`src/rtl/exc_ctrl_pkg.sv`:
```
// rtl/exc_ctrl_pkg.sv - shared CP0 exception codes, sequencer state encodings and interrupt helper
package exc_ctrl_pkg;

  localparam logic [1:0] ST_IDLE   = 2'd0;
  localparam logic [1:0] ST_COMMIT = 2'd1;
  localparam logic [1:0] ST_FLUSH  = 2'd2;
  localparam logic [1:0] ST_REDIR  = 2'd3;

  localparam logic [4:0] EXC_INT  = 5'd0;
  localparam logic [4:0] EXC_ADEL = 5'd4;
  localparam logic [4:0] EXC_ADES = 5'd5;
  localparam logic [4:0] EXC_SYS  = 5'd8;
  localparam logic [4:0] EXC_BP   = 5'd9;
  localparam logic [4:0] EXC_RI   = 5'd10;
  localparam logic [4:0] EXC_OV   = 5'd12;

  localparam logic [31:0] EXC_VECTOR_DEFAULT = 32'hBFC00380;

  typedef struct packed {
    logic fetch_adel;
    logic ri;
    logic ov;
    logic sys;
    logic bp;
    logic data_adel;
    logic data_ades;
  } exc_flags_t;

  // Timer interrupt shares IP7 with hardware line 5; IP1:0 are the software bits in Cause.
  function automatic logic int_pending(
    input logic       ie,
    input logic       exl,
    input logic [7:0] im,
    input logic [5:0] hw_int,
    input logic       timer,
    input logic [1:0] sw_int
  );
    return ie & ~exl & (|(im & {hw_int[5] | timer, hw_int[4:0], sw_int}));
  endfunction

endpackage

```
`src/rtl/exc_prio_enc.sv`:
```
// rtl/exc_prio_enc.sv - fixed-priority exception encoder (interrupt above all MEM-stage faults)
import exc_ctrl_pkg::*;

module exc_prio_enc (
  input  exc_flags_t  flags,
  input  logic        int_pend,
  output logic        valid,
  output logic [4:0]  exccode,
  output logic        bad_we,
  output logic        fetch_fault
);

  always_comb begin
    valid       = 1'b1;
    exccode     = EXC_INT;
    bad_we      = 1'b0;
    fetch_fault = 1'b0;
    if (int_pend) begin
      exccode = EXC_INT;
    end else if (flags.fetch_adel) begin
      exccode     = EXC_ADEL;
      bad_we      = 1'b1;
      fetch_fault = 1'b1;
    end else if (flags.ri) begin
      exccode = EXC_RI;
    end else if (flags.ov) begin
      exccode = EXC_OV;
    end else if (flags.sys) begin
      exccode = EXC_SYS;
    end else if (flags.bp) begin
      exccode = EXC_BP;
    end else if (flags.data_adel) begin
      exccode = EXC_ADEL;
      bad_we  = 1'b1;
    end else if (flags.data_ades) begin
      exccode = EXC_ADES;
      bad_we  = 1'b1;
    end else begin
      valid = 1'b0;
    end
  end

endmodule

```
`src/rtl/exc_ctrl.sv`:
```
// rtl/exc_ctrl.sv - exception/ERET sequencer: CP0 commit, pipeline flush, fetch redirect
import exc_ctrl_pkg::*;

module exc_ctrl #(
  parameter logic [31:0] EXC_VECTOR    = EXC_VECTOR_DEFAULT,
  parameter int          REDIR_TIMEOUT = 15
) (
  input  logic        clk,
  input  logic        rst,
  input  logic        mem_valid_i,
  input  logic [6:0]  exc_flags_i,
  input  logic        eret_i,
  input  logic        delayslot_i,
  input  logic [31:0] pc_i,
  input  logic [31:0] badaddr_i,
  input  logic [31:0] status_i,
  input  logic [31:0] cause_i,
  input  logic [31:0] epc_i,
  input  logic [5:0]  int_i,
  input  logic        timer_int_i,
  output logic        cp0_we_o,
  output logic [4:0]  cp0_exccode_o,
  output logic [31:0] cp0_epc_o,
  output logic        cp0_bd_o,
  output logic [31:0] cp0_badvaddr_o,
  output logic        cp0_bad_we_o,
  output logic        cp0_eret_o,
  output logic        flush_o,
  output logic        stall_o,
  output logic        redir_valid_o,
  output logic [31:0] redir_pc_o,
  input  logic        redir_ready_i,
  output logic        busy_o,
  output logic        timeout_o
);

  logic [1:0]  state;
  logic [4:0]  code_q;
  logic [31:0] pc_q;
  logic        bd_q;
  logic [31:0] badvaddr_q;
  logic        bad_we_q;
  logic        eret_q;
  logic [31:0] target_q;
  logic [3:0]  cnt_q;
  logic        timeout_q;

  logic        int_pend;
  logic        enc_valid;
  logic [4:0]  enc_code;
  logic        enc_bad_we;
  logic        enc_fetch;
  logic        is_idle;
  logic        in_commit;
  logic        in_redir;
  logic        take_exc;
  logic        take_eret;
  logic        redir_expire;
  logic [3:0]  cnt_sat;

  logic unused_cp0_bits;
  assign unused_cp0_bits = ^{status_i[31:16], status_i[7:2], cause_i[31:10], cause_i[7:0]};

  assign int_pend = int_pending(status_i[0], status_i[1], status_i[15:8],
                                int_i, timer_int_i, cause_i[9:8]);

  exc_prio_enc u_prio (
    .flags       (exc_flags_t'(exc_flags_i)),
    .int_pend    (int_pend),
    .valid       (enc_valid),
    .exccode     (enc_code),
    .bad_we      (enc_bad_we),
    .fetch_fault (enc_fetch)
  );

  assign is_idle   = (state == ST_IDLE);
  assign in_commit = (state == ST_COMMIT);
  assign in_redir  = (state == ST_REDIR);

  // Gated by rst so the Mealy ERET strobe stays quiet while reset is held.
  assign take_exc  = rst & is_idle & mem_valid_i & enc_valid;
  assign take_eret = rst & is_idle & mem_valid_i & ~enc_valid & eret_i;

  assign cnt_sat      = (cnt_q == 4'hF) ? cnt_q : cnt_q + 4'd1;
  assign redir_expire = in_redir & ~redir_ready_i & ((int'(cnt_q) + 1) >= REDIR_TIMEOUT);

  always_ff @(posedge clk or negedge rst) begin
    if (!rst) begin
      state      <= ST_IDLE;
      code_q     <= 5'd0;
      pc_q       <= 32'd0;
      bd_q       <= 1'b0;
      badvaddr_q <= 32'd0;
      bad_we_q   <= 1'b0;
      eret_q     <= 1'b0;
      target_q   <= 32'd0;
      cnt_q      <= 4'd0;
      timeout_q  <= 1'b0;
    end else begin
      case (state)
        ST_IDLE: begin
          if (take_exc) begin
            state      <= ST_COMMIT;
            code_q     <= enc_code;
            pc_q       <= pc_i;
            bd_q       <= delayslot_i;
            badvaddr_q <= enc_fetch ? pc_i : badaddr_i;
            bad_we_q   <= enc_bad_we;
            eret_q     <= 1'b0;
          end else if (take_eret) begin
            state    <= ST_FLUSH;
            target_q <= epc_i;
            eret_q   <= 1'b1;
          end
        end
        ST_COMMIT: state <= ST_FLUSH;
        ST_FLUSH: begin
          state <= ST_REDIR;
          cnt_q <= 4'd0;
        end
        default: begin
          if (redir_ready_i) begin
            state <= ST_IDLE;
            cnt_q <= 4'd0;
          end else if (redir_expire) begin
            state     <= ST_IDLE;
            cnt_q     <= 4'd0;
            timeout_q <= 1'b1;
          end else begin
            cnt_q <= cnt_sat;
          end
        end
      endcase
    end
  end

  // Payload is driven even with EXL set; CP0 decides whether EPC/BD are updated.
  assign cp0_we_o       = in_commit;
  assign cp0_exccode_o  = in_commit ? code_q : 5'd0;
  assign cp0_epc_o      = in_commit ? (bd_q ? pc_q - 32'd4 : pc_q) : 32'd0;
  assign cp0_bd_o       = in_commit & bd_q;
  assign cp0_badvaddr_o = in_commit ? badvaddr_q : 32'd0;
  assign cp0_bad_we_o   = in_commit & bad_we_q;
  assign cp0_eret_o     = take_eret;
  assign flush_o        = (state == ST_FLUSH);
  assign stall_o        = ~is_idle;
  assign busy_o         = ~is_idle;
  assign redir_valid_o  = in_redir;
  assign redir_pc_o     = in_redir ? (eret_q ? target_q : EXC_VECTOR) : 32'd0;
  assign timeout_o      = timeout_q;

endmodule

```
`config.mk`:
```
export PLATFORM = sky130hd
export DESIGN_NAME = exc_ctrl
export DESIGN_NICKNAME = d
export VERILOG_FILES = /design/src/rtl/exc_ctrl_pkg.sv /design/src/rtl/exc_prio_enc.sv /design/src/rtl/exc_ctrl.sv
export SDC_FILE = /design/constraint.sdc
export NUM_CORES = 1
export LEC_CHECK = 0
export CORE_MARGIN = 2
export CORE_UTILIZATION = 45
export CTS_CLUSTER_DIAMETER = 50
export DETAILED_ROUTE_END_ITERATION = 16
export DONT_BUFFER_PORTS = 1
export PLACE_DENSITY = 0.58
export SYNTH_ARGS = -nofsm -noshare
export SYNTH_HDL_FRONTEND = slang
export SYNTH_SLANG_ARGS = --single-unit
```
`constraint.sdc`:
```
create_clock -name clk -period 3.8 [get_ports clk]
set_input_delay 0.76 -clock clk [delete_from_list [all_inputs] [get_ports clk]]
set_output_delay 0.76 -clock clk [all_outputs]
set_load 0.05 [all_outputs]
```
==> summary.txt <==
Synthesis
  – Synth Net Count: 765
  – Yosys warns: 0
  – Post-synth EDFFs: 0
  – Seq cells post-synth: 110
  – Area share of the largest cell type after synthesis: 0.4483
  – Yosys cell types: 62
  – Ys async rst share: 1.000
  – Main synth FF type: dfrtp_1
  – Post-synth top area cell: dfrtp_1
  – Syn_area_per_cell: 10.64 sq um
  – Synth Cell Area: 0.006140 sq mm
  – Largest cells by area after synthesis: dfrtp_1, mux2_2, and2_1, mux2i_1, o21ai_0
  – Cells after synthesis: 577
  – Sequential area share after synthesis: 0.4483

Timing
  – Max Fclk: 275.7 MHz
  – Post-route setup TNS: 0 ns
  – Worst-margin pin slew: 1.098 ns
  – Clock skew: 0.008715 ns
  – Final Hold Vio Count: 0
  – Final worst-path cycle share: 0.9543
  – Max-slew violations: 0
  – Rel. slew slack: 0.2679
  – Final min period: 3.626 ns
  – Hold slack: 0.1024 ns
  – Final setup fails: 0
  – Unrepaired setup endpoints after global routing: false

Worst setup path
  – CP arrival: 2.87 ns
  – Cell family with most CP delay: simple AND/OR/NAND/NOR gates
  – Critical-path cell list: or4_1, nor4_4, nand3_1, or4_1, a21boi_1, buf_4
  – Worst Reg2Reg Path Length in Cells: 6
  – Critical Path RT: 3.04 ns
  – Levels on crit path: 6
  – CP Class: reg2out
  – Worst setup EP type: primary output
  – Crit path max-delay cell type: or4_1
  – WP buf/inv: 1
  – Crit-path max FO: 6
  – Startpoint types: register
  – Top cell by count, worst path: or4_1
  – Crit-path max cell delay: 0.64 ns

Clock tree
  – Clock Pin Slew Worst Setup and Hold Paths: 0.07 ns
  – Total clock buffers created by CTS: 9
  – Clock Tree Buf Depth: 2
  – Clk sink count: 110
  – CTS Hold Bufs: 0
  – CTS tree: done
  – H-tree depth: 3
  – Root buf cell: clkbuf_16
  – Skew-Pair Late Insertion Delay: 0.35 ns

Route
  – Wire per inst: 19.01 um
  – DRC: 0
  – Initial DRT Pass Iterations: 4
  – DR iter-0 viols: 278
  – Final antenna-violating net count: 0
  – Average via count per standard cell: 5.626
  – DRT Wirelength: 14220 um
  – Vias: 4208

Power and ir drop
  – LEAKAGE: 3.089 nW
  – P per Cell Area: 792.5 mW/mm^2
  – Maximum vdd ir drop: 0.4145 mV

Floorplan
  – Die height: 120.8 um
  – IO Pins: 290
  – Starting Density: 0.4618
  – Die Area: 0.01459 sq mm
  – Row cnt: 42
  – Core Area: 0.01330 sq mm
  – Die Wd: 120.8 um

Global route
  – First-pass GRT wire length: 22280 um
  – Pin count of the biggest net entering global routing: 114
  – Vias in the first global route: 4266
  – Gr ovfl total: 0
  – GRT Total Usage: 0.1959
  – Number of antenna violations at the first check in global routing: 0

Cells and area
  – Syn-to-layout area delta: 8.661%
  – Share of post-route cells with drive strength above 1: 0.1993
  – Most frequent cells in the layout: dfrtp_1, mux2_2, and2_1, nand2_1, o21ai_0
  – Total Nets Final: 755
  – Most common cell after layout, fill and taps aside: dfrtp_1
  – Antenna cells: 0

Placement
  – DP HPWL: 10270 um
  – RePlAce Congestion: 0.7765
  – PortBufs: 0

Job
  – Maxcap violations: 0

Hold path
  – HP Class: in2async

Outcome
  – Status: finished clean
==> repair_timing <==
action	CTS	global route
setup endpoints to repair	0	3
resized for setup	0	1
buffers inserted	0	0
==> cells in the mapped netlist (all sizes together), types with 3 or more instances <==
| cell | instances |
|---|---|
| o21ai | 41 |
| xor2 | 5 |
| mux2i | 32 |
| o21a | 15 |
| ha | 8 |
| nor3 | 7 |
| nor4 | 4 |
| or4 | 6 |
| mux2 | 65 |
| buf | 16 |
| and2 | 62 |
| nand2b | 6 |
| dfrtp | 110 |
| nand4 | 5 |
| o31ai | 5 |
| o41ai | 4 |
| nand3 | 8 |
| nand4b | 3 |
| inv | 13 |
| or3 | 4 |
| and3 | 21 |
| nand2 | 46 |
| xnor2 | 19 |
| clkbuf | 22 |
| a21boi | 5 |
| a21oi | 5 |
| nor2 | 12 |
==> cells by family after synthesis <==
group	Yosys count	synth area share
buffers and inverters	51	0.04443
AO/OA/AOI/OAI	91	0.09741
adder cells (fa/ha/maj)	8	0.01630
XOR/XNOR	24	0.03424
flip-flops	110	0.4483
other	1	0.0006108
multiplexers	97	0.1714
AND/OR/NAND/NOR	195	0.1873
==> power breakdown <==
part | internal (mW) | switching [mW] | leakage (nW)
clock | 0.588 | 0.455 | 0.162
combinational | 0.684 | 1.63 | 1.52
sequential | 1.56 | 0.365 | 1.40
==> path summary, 6_finish.rpt <==
check	endpoint	start	slack (ns)
max	cp0_epc_o[31]	pc_q[16]$_DFFE_PN0P_	0.17
min	badvaddr_q[22]$_DFFE_PN0P_	rst	0.10
max reg2reg	state[0]$_DFFE_PN0P_	state[1]$_DFFE_PN0P_	1.02
min reg2reg	badvaddr_q[22]$_DFFE_PN0P_	badvaddr_q[22]$_DFFE_PN0P_	0.48
max in group asynchronous	target_q[1]$_DFFE_PN0P_	rst	3.45
min in group clk	badvaddr_q[22]$_DFFE_PN0P_	badvaddr_q[22]$_DFFE_PN0P_	0.48
==> metrics by stage <==
step	std cells	cell area (sq um)	worst slack (ns)	power [mW]	util
after detailed placement	732	6337	0.5082	4.280	0.4767
after global routing	748	6671	0.02310	5.620	0.5018
after CTS	748	6665	0.1021	5.341	0.5013
after floorplan	577	6147	0.03934	3.909	-
after global placement	732	6337	0.5552	4.217	0.4767
final	748	6671	0.1735	5.287	0.5018
==> state kept, by name (all words and copies together) (netlist names) <==
register and count:
bad_we_q 1, timeout_o 1, target_q 32, cnt_q 4, state 2, badvaddr_q 32
bd_q 1, code_q 4, pc_q 32, eret_q 1
==> per-layer routing <==
metal / vias up / wire [um] / global-route usage / share of wire
li1: 2003 / - / - / -
met1: 2051 / 6044 / 0.2522 / 0.43
met2: 142 / 7030 / 0.3217 / 0.49
met3: 12 / 951 / 0.05000 / 0.067
met4: 0 / 191 / 0.06613 / 0.013
met5: - / 0 / 0 / 0
==> final cells by class <==
| type | count | area, sq um |
|---|---|---|
| clock buffer | 9 | 225.2 |
| clock inverter | 7 | 102.6 |
| fill | 1215 | 6624 |
| inverter | 13 | 48.80 |
| multi-input combinational | 416 | 3157 |
| sequential | 110 | 2753 |
| tap | 176 | 220.2 |
| timing repair buffer | 17 | 165.2 |
Power figures use the tool's default switching activity.
